File: config.mk
export PLATFORM = sky130hd
export DESIGN_NAME = score_lives_keeper_flat
export DESIGN_NICKNAME = d
export VERILOG_FILES = /design/src/rtl/score_lives_keeper_if.sv /design/src/rtl/score_lives_keeper.sv /design/src/flat_wrapper.sv
export SDC_FILE = /design/constraint.sdc
export NUM_CORES = 1
export LEC_CHECK = 0
export ABC_AREA = 1
export CAP_MARGIN = 5
export CORE_UTILIZATION = 25
export CTS_CLUSTER_SIZE = 28
export DETAILED_ROUTE_END_ITERATION = 16
export DONT_BUFFER_PORTS = 1
export REMOVE_ABC_BUFFERS = 1
export SLEW_MARGIN = 20
export SYNTH_ARGS = -nofsm -noshare
export SYNTH_HDL_FRONTEND = slang
export SYNTH_SLANG_ARGS = --single-unit
File: constraint.sdc
create_clock -name ClkPort -period 7.85 [get_ports ClkPort]
set_clock_uncertainty 0.1 [all_clocks]
set_input_delay 1.57 -clock ClkPort [delete_from_list [all_inputs] [get_ports ClkPort]]
set_output_delay 1.57 -clock ClkPort [all_outputs]
set_load 0.005 [all_outputs]
File: src/rtl/score_lives_keeper_if.sv
// Bundles the game-event inputs and the digit/status outputs of score_lives_keeper.
// The master drives the button and hit/miss events; the slave (the keeper) drives the digits.
interface score_lives_keeper_if;
  logic       start;
  logic       hit;
  logic       miss;
  logic [3:0] score_ones;
  logic [3:0] score_tens;
  logic [3:0] lives;
  logic [3:0] hi_ones;
  logic [3:0] hi_tens;
  logic [1:0] game_state;
  logic       game_over;

  modport master (
    output start, hit, miss,
    input  score_ones, score_tens, lives, hi_ones, hi_tens, game_state, game_over
  );

  modport slave (
    input  start, hit, miss,
    output score_ones, score_tens, lives, hi_ones, hi_tens, game_state, game_over
  );
endinterface

File: src/rtl/score_lives_keeper.sv
// Score, lives and high-score bookkeeping with the IDLE/PLAY/OVER game FSM.
// All outputs come straight from flops so they can feed the seven-segment scan directly.
//
// state | meaning
// IDLE  | after reset, waiting for the first start press
// PLAY  | game running, hit/miss events update score and lives
// OVER  | lives exhausted, score/lives frozen, high score updated on entry
module score_lives_keeper #(
  parameter int unsigned INIT_LIVES = 3,
  parameter int unsigned MAX_LIVES  = 9
) (
  input  logic                  ClkPort,
  input  logic                  Reset,
  score_lives_keeper_if.slave   bus
);

  typedef enum logic [1:0] {
    IDLE = 2'b00,
    PLAY = 2'b01,
    OVER = 2'b10
  } state_t;

  localparam logic [3:0] INIT_L = 4'(INIT_LIVES);
  localparam logic [3:0] MAX_L  = 4'(MAX_LIVES);

  state_t     state_q, state_n;
  logic [3:0] score_ones_q, score_ones_n;
  logic [3:0] score_tens_q, score_tens_n;
  logic [3:0] lives_q, lives_n;
  logic [3:0] hi_ones_q, hi_ones_n;
  logic [3:0] hi_tens_q, hi_tens_n;
  logic       game_over_q;
  logic       bonus;
  logic [4:0] lives_sum;

  logic s1, s2, s3;
  logic start_edge;

  // Two-flop synchronizer plus history flop so a held button yields one edge.
  always_ff @(posedge ClkPort or posedge Reset) begin
    if (Reset) begin
      s1 <= 1'b0;
      s2 <= 1'b0;
      s3 <= 1'b0;
    end else begin
      s1 <= bus.start;
      s2 <= s1;
      s3 <= s2;
    end
  end

  assign start_edge = s2 & ~s3;

  always_ff @(posedge ClkPort or posedge Reset) begin
    if (Reset) begin
      state_q      <= IDLE;
      score_ones_q <= 4'd0;
      score_tens_q <= 4'd0;
      lives_q      <= INIT_L;
      hi_ones_q    <= 4'd0;
      hi_tens_q    <= 4'd0;
      game_over_q  <= 1'b0;
    end else begin
      state_q      <= state_n;
      score_ones_q <= score_ones_n;
      score_tens_q <= score_tens_n;
      lives_q      <= lives_n;
      hi_ones_q    <= hi_ones_n;
      hi_tens_q    <= hi_tens_n;
      game_over_q  <= (state_n == OVER);
    end
  end

  always_comb begin
    state_n      = state_q;
    score_ones_n = score_ones_q;
    score_tens_n = score_tens_q;
    lives_n      = lives_q;
    hi_ones_n    = hi_ones_q;
    hi_tens_n    = hi_tens_q;
    bonus        = 1'b0;
    lives_sum    = {1'b0, lives_q};

    case (state_q)
      IDLE, OVER: begin
        if (start_edge) begin
          state_n      = PLAY;
          score_ones_n = 4'd0;
          score_tens_n = 4'd0;
          lives_n      = INIT_L;
        end
      end

      PLAY: begin
        if (bus.hit && !(score_ones_q == 4'd9 && score_tens_q == 4'd9)) begin
          if (score_ones_q == 4'd9) begin
            score_ones_n = 4'd0;
            score_tens_n = score_tens_q + 4'd1;
            bonus        = 1'b1;
          end else begin
            score_ones_n = score_ones_q + 4'd1;
          end
        end

        // Bonus and miss are netted first, then clamped, so a same-cycle pair never moves lives.
        lives_sum = {1'b0, lives_q} + {4'd0, bonus} - {4'd0, bus.miss};
        if (lives_sum > {1'b0, MAX_L}) begin
          lives_n = MAX_L;
        end else begin
          lives_n = lives_sum[3:0];
        end

        if (bus.miss && lives_sum == 5'd0) begin
          state_n = OVER;
          // Packed BCD digits order the same way as the binary value, so one compare suffices.
          if ({score_tens_n, score_ones_n} > {hi_tens_q, hi_ones_q}) begin
            hi_tens_n = score_tens_n;
            hi_ones_n = score_ones_n;
          end
        end
      end

      default: begin
        state_n = IDLE;
      end
    endcase
  end

  assign bus.score_ones = score_ones_q;
  assign bus.score_tens = score_tens_q;
  assign bus.lives      = lives_q;
  assign bus.hi_ones    = hi_ones_q;
  assign bus.hi_tens    = hi_tens_q;
  assign bus.game_state = state_q;
  assign bus.game_over  = game_over_q;

endmodule

File: src/flat_wrapper.sv
// flat-port wrapper written by rule: the top's interface ports become plain ports
module score_lives_keeper_flat 
#(
  parameter int unsigned INIT_LIVES = 3,
  parameter int unsigned MAX_LIVES  = 9
)
  (ClkPort, Reset, bus_start, bus_hit, bus_miss, bus_score_ones, bus_score_tens, bus_lives, bus_hi_ones, bus_hi_tens, bus_game_state, bus_game_over);
  score_lives_keeper_if bus_i ();
  input  logic ClkPort;
  input  logic Reset;
  input wire logic [$bits(bus_i.start)-1:0] bus_start;
  input wire logic [$bits(bus_i.hit)-1:0] bus_hit;
  input wire logic [$bits(bus_i.miss)-1:0] bus_miss;
  output wire logic [$bits(bus_i.score_ones)-1:0] bus_score_ones;
  output wire logic [$bits(bus_i.score_tens)-1:0] bus_score_tens;
  output wire logic [$bits(bus_i.lives)-1:0] bus_lives;
  output wire logic [$bits(bus_i.hi_ones)-1:0] bus_hi_ones;
  output wire logic [$bits(bus_i.hi_tens)-1:0] bus_hi_tens;
  output wire logic [$bits(bus_i.game_state)-1:0] bus_game_state;
  output wire logic [$bits(bus_i.game_over)-1:0] bus_game_over;
  assign bus_i.start = bus_start;
  assign bus_i.hit = bus_hit;
  assign bus_i.miss = bus_miss;
  assign bus_score_ones = bus_i.score_ones;
  assign bus_score_tens = bus_i.score_tens;
  assign bus_lives = bus_i.lives;
  assign bus_hi_ones = bus_i.hi_ones;
  assign bus_hi_tens = bus_i.hi_tens;
  assign bus_game_state = bus_i.game_state;
  assign bus_game_over = bus_i.game_over;
  score_lives_keeper #(.INIT_LIVES(INIT_LIVES), .MAX_LIVES(MAX_LIVES)) u_core (.ClkPort(ClkPort), .Reset(Reset), .bus(bus_i));
endmodule
==> results.txt <==
----------------------------------------------------
[Synth]
  Fraction of the yosys area taken by sequential cells ... 37.6%
  Top cells by instance count after synthesis ... nand2_1, inv_1, dfrtp_1
  Post-synthesis share of cell area spent on full adders, half adders and majority gates ... about 13%
  Avg Synthesized Cell Area ... 8.03 µm²
  Main combinational cell family by area after synthesis ... simple AND/OR/NAND/NOR gates
  Fraction of synthesized cell area in xor and xnor cells ... 0.505%
  Cell taking the most area after synthesis ... dfrtp_1
  Most numerous cell in the Yosys netlist ... nand2_1
  YS warnings ... 0
  Share of the synthesized area in compound gates (AO/OA/AOI/OAI) ... 12.8%
  Async set-or-reset flop fraction in the synthesized netlist ... 100%
  Post-synthesis instance total ... 216
  Most area-consuming cells after synthesis ... dfrtp_1, ha_1, nand2_1
  Count of flip-flops with a built-in enable after synthesis ... 0
  Area share of the largest cell type after synthesis ... 34.6%
  Synthesized area ... around 1700 µm²
  #FFs+latches synth ... 26
  Synth Area in Simple Gates ... 25.3%
  Number of distinct library cell variants in the gate-level netlist after synthesis ... 30
  Proportion of synthesized area in mux cells ... 0%
  Commonest register cell after synthesis ... dfrtp_1

[Clock network]
  Maximum count of clock buffers along a single path ... 2
  CTS tree ... done
  Clock Root Buffer ... clkbuf_8
  Level count of the clock H-tree ... 1
  TritonCTS buffer count ... 3
  Number of resized instances in the post-cts repair step ... 0
  Hold buffer count at CTS ... 0
  Source-to-sink clock delay at the later pin of the worst-skew pair ... 0.27 ns
  Post CTS Setup Buffer Count ... 0
  Clock edge transition at the registers on the reported setup and hold paths ... ~0.10 ns
  Sinks on Clock Net ... 26

[Layout]
  Net count reported at finish ... 243
  Design area ... ~1900 µm²
  Layout overhead on the synthesized area ... 8.08%
  Filler cells ... 700
  Combined area of the multi-input logic cells ... around 900 µm²
  Area taken by flip-flops and latches ... 653 µm²
  Diodes inserted ... 0
  Number of non-filler instances in the completed layout ... 296
  Fraction of layout instances using a drive strength above 1 ... 9.59%

[Place]
  Input/output buffers ... 0
  Half-perimeter wire length after detailed placement ... just under 3 mm
  RD Place Congestion ... 0.753
  Total placed cells including tap cells ... 292
  Instance area after placement ... 1820 µm²

[Die]
  Area of the core ... 6530 µm²
  Starting Density ... 26.6%
  Die Ht ... 85.3 µm
  Count of standard-cell rows ... 29
  Total die area ... 7280 µm²
  Number of top-level pins ... 28
  Horizontal extent of the die ... between 80 and 90 µm

[STA]
  Peak Freq ... 0.292 GHz
  Post-route worst hold slack ... 0.258 ns
  Unrepaired setup endpoints after global routing ... no
  Final setup violating endpoints ... 0
  Number of max-slew violations in the final report ... 0
  Tightest Pin Transition ... 0.652 ns
  Ratio of final minimum period to clock period ... 43.6%
  Number of endpoints with negative hold slack in the final report ... 0
  Post-Route Setup TNS ... 0 ns
  Post-route minimum period ... 3.42 ns
  Headroom to the max-slew limit ... 56.1%

[Pwr]
  PD cells ... 314 nW/µm²
  Leakage Power ... 0.942 nW
  Worst vdd rail ir drop ... 0.146 mV
  Overall power consumption ... roughly 0.59 mW

[Setup path]
  Number of cells on the worst reg-to-reg path ... 17
  Largest fanout on the critical path ... 12
  Cell repeated most along the worst path ... nand2_1
  Setup slack of the most critical reg-to-reg path ... 4.85 ns
  Crit Reg-Reg Startpoint ... u_core.bus.score_tens[1]
  Critical path class ... in -> reg
  Capturing element type of the critical path ... flop
  Capture point of the worst reg-to-reg path ... u_core.bus.hi_ones[3]
  Endpoint required time on the critical path ... 7.97 ns
  Critical path startpoint category ... input port
  Largest stage delay on the critical path ... 0.40 ns
  Slowest cell on the critical path ... fa_1
  Data arrival, critical path ... 3.54 ns
  Crit-path cells ... nand2_1 > nor2_4 > ha_1 > inv_1 > fa_1 > inv_1 > nand3_1 > nand2_1 > nand2_1 > nand2_2 > nand3_4 > nor2_4 > nand3_1 > nand2_1

[Detailed routing]
  Number of iterations in the first detailed-routing pass ... 4
  Number of nets with antenna violations after routing ... 0
  Post-detailed-route DRC marker count ... 0
  Total Wirelength ... 3.82 mm
  Via Count ... around 1400
  Routed length per placed instance ... 12.9 µm
  Avg Vias per Cell ... roughly 4.7
  Iteration-0 DRC count of the detailed router ... 67

[GRT]
  Largest net degree at the start of global routing ... 27
  Total grt overflow ... 0
  Number of antenna violations at the first check in global routing ... 0
  First-pass GRT wire length ... 6.75 mm
  Overall routing resource usage ... 11.7%
  Number of global-route vias before repair ... 1387

[Worst hold path]
  Hold Path Sink ... u_core.s2
  Worst Hold Depth ... 0
  Worst min-delay path category ... reg -> reg
  Hold Path Origin ... u_core.s1

[Flow run]
  Number of maximum-capacitance constraint violations ... 0

[Status]
  Outcome ... completed

----------------------------------------------------
layout by cell type (no fill, tap or decap), types with 2 or more instances in the layout:
cell type  count
inv_2          2
nor2_4         3
clkbuf_8       4
dfrtp_1       24
a21oi_1        5
ha_1          17
o21bai_1       8
nand2_1       50
nand4_1        2
o22ai_1        8
nor2_1         6
nand2_2        4
inv_1         39
o21ai_0       12
nand3_1       19
dfstp_2        2
power by group:
group	leakage [nW]	internal [mW]	total (mW)	switching, mW
Combinational	0.620	0.100	0.291	0.190
Sequential	0.293	0.166	0.210	0.0433
Clock	0.0288	0.0449	0.0881	0.0433
Total	0.942	0.312	0.588	0.277
through the flow:
step                      utilization (%)  setup WS (ns)
after floorplan                         -           4.38
after global placement               27.9           4.20
after detailed placement             27.9           4.15
after CTS                            28.7           4.42
after global routing                 28.7           4.20
final                                28.7           4.43
metal layers:
| layer | vias up | routed length [µm] | GRT usage [%] | share of wire (%) |
|---|---|---|---|---|
| met5 | - | 0 | 0 | 0 |
| li1 | 709 | - | - | - |
| met1 | 635 | 1870 | 16.3 | 49 |
| met4 | 0 | 23 | 2.73 | 0.60 |
| met2 | 33 | 1670 | 18.2 | 44 |
| met3 | 4 | 255 | 3.21 | 6.7 |
worst max-delay path, delay by kind of cell:
family / cells / cell delay (ns)
and+or+nand+nor: 10 / 1.17
adders and majority gates: 2 / 0.63
buffers and inverters: 2 / 0.15
state kept, by name, summed over array words and instances, names as in the netlist:
register and count:
u_core.s3 1, u_core.s2 1, u_core.bus.lives 4, u_core.s1 1
u_core.bus.score_ones 4, u_core.bus.score_tens 4, u_core.bus.hi_tens 4, u_core.bus.game_over 1
u_core.bus.game_state 2, u_core.bus.hi_ones 4
cell families (layout without fill, tap and decap cells):
kind of cell / count (synthesis) / count (layout)
compound gates: 37 / 37
xor+xnor: 1 / 1
fa+ha+maj: 18 / 18
buf+inv: 44 / 47
flops: 26 / 26
simple gates: 90 / 90
layout make-up:
cell class / count / area share, %
inverters: 42 / 8.54
well taps: 77 / 5.14
multi-input cells: 146 / 48.2
repair buffers: 1 / 0.400
flip-flops and latches: 26 / 34.8
clock buffers: 4 / 2.94
how the worst max path moves through the flow:
stage	from	endpoint	slack, ns	cells after the start
6_report	bus_hit	u_core.bus.hi_ones[3]	4.43	14
4_1_cts	bus_hit	u_core.bus.hi_ones[3]	4.42	14
3_5_place_dp	bus_hit	u_core.bus.hi_ones[3]	4.15	14
2_1_floorplan	bus_miss	u_core.bus.hi_ones[0]	4.38	11
5_1_grt	bus_hit	u_core.bus.hi_ones[1]	4.20	14
3_3_place_gp	bus_miss	u_core.bus.hi_ones[3]	4.20	14
(Power assumes the default switching activity.)
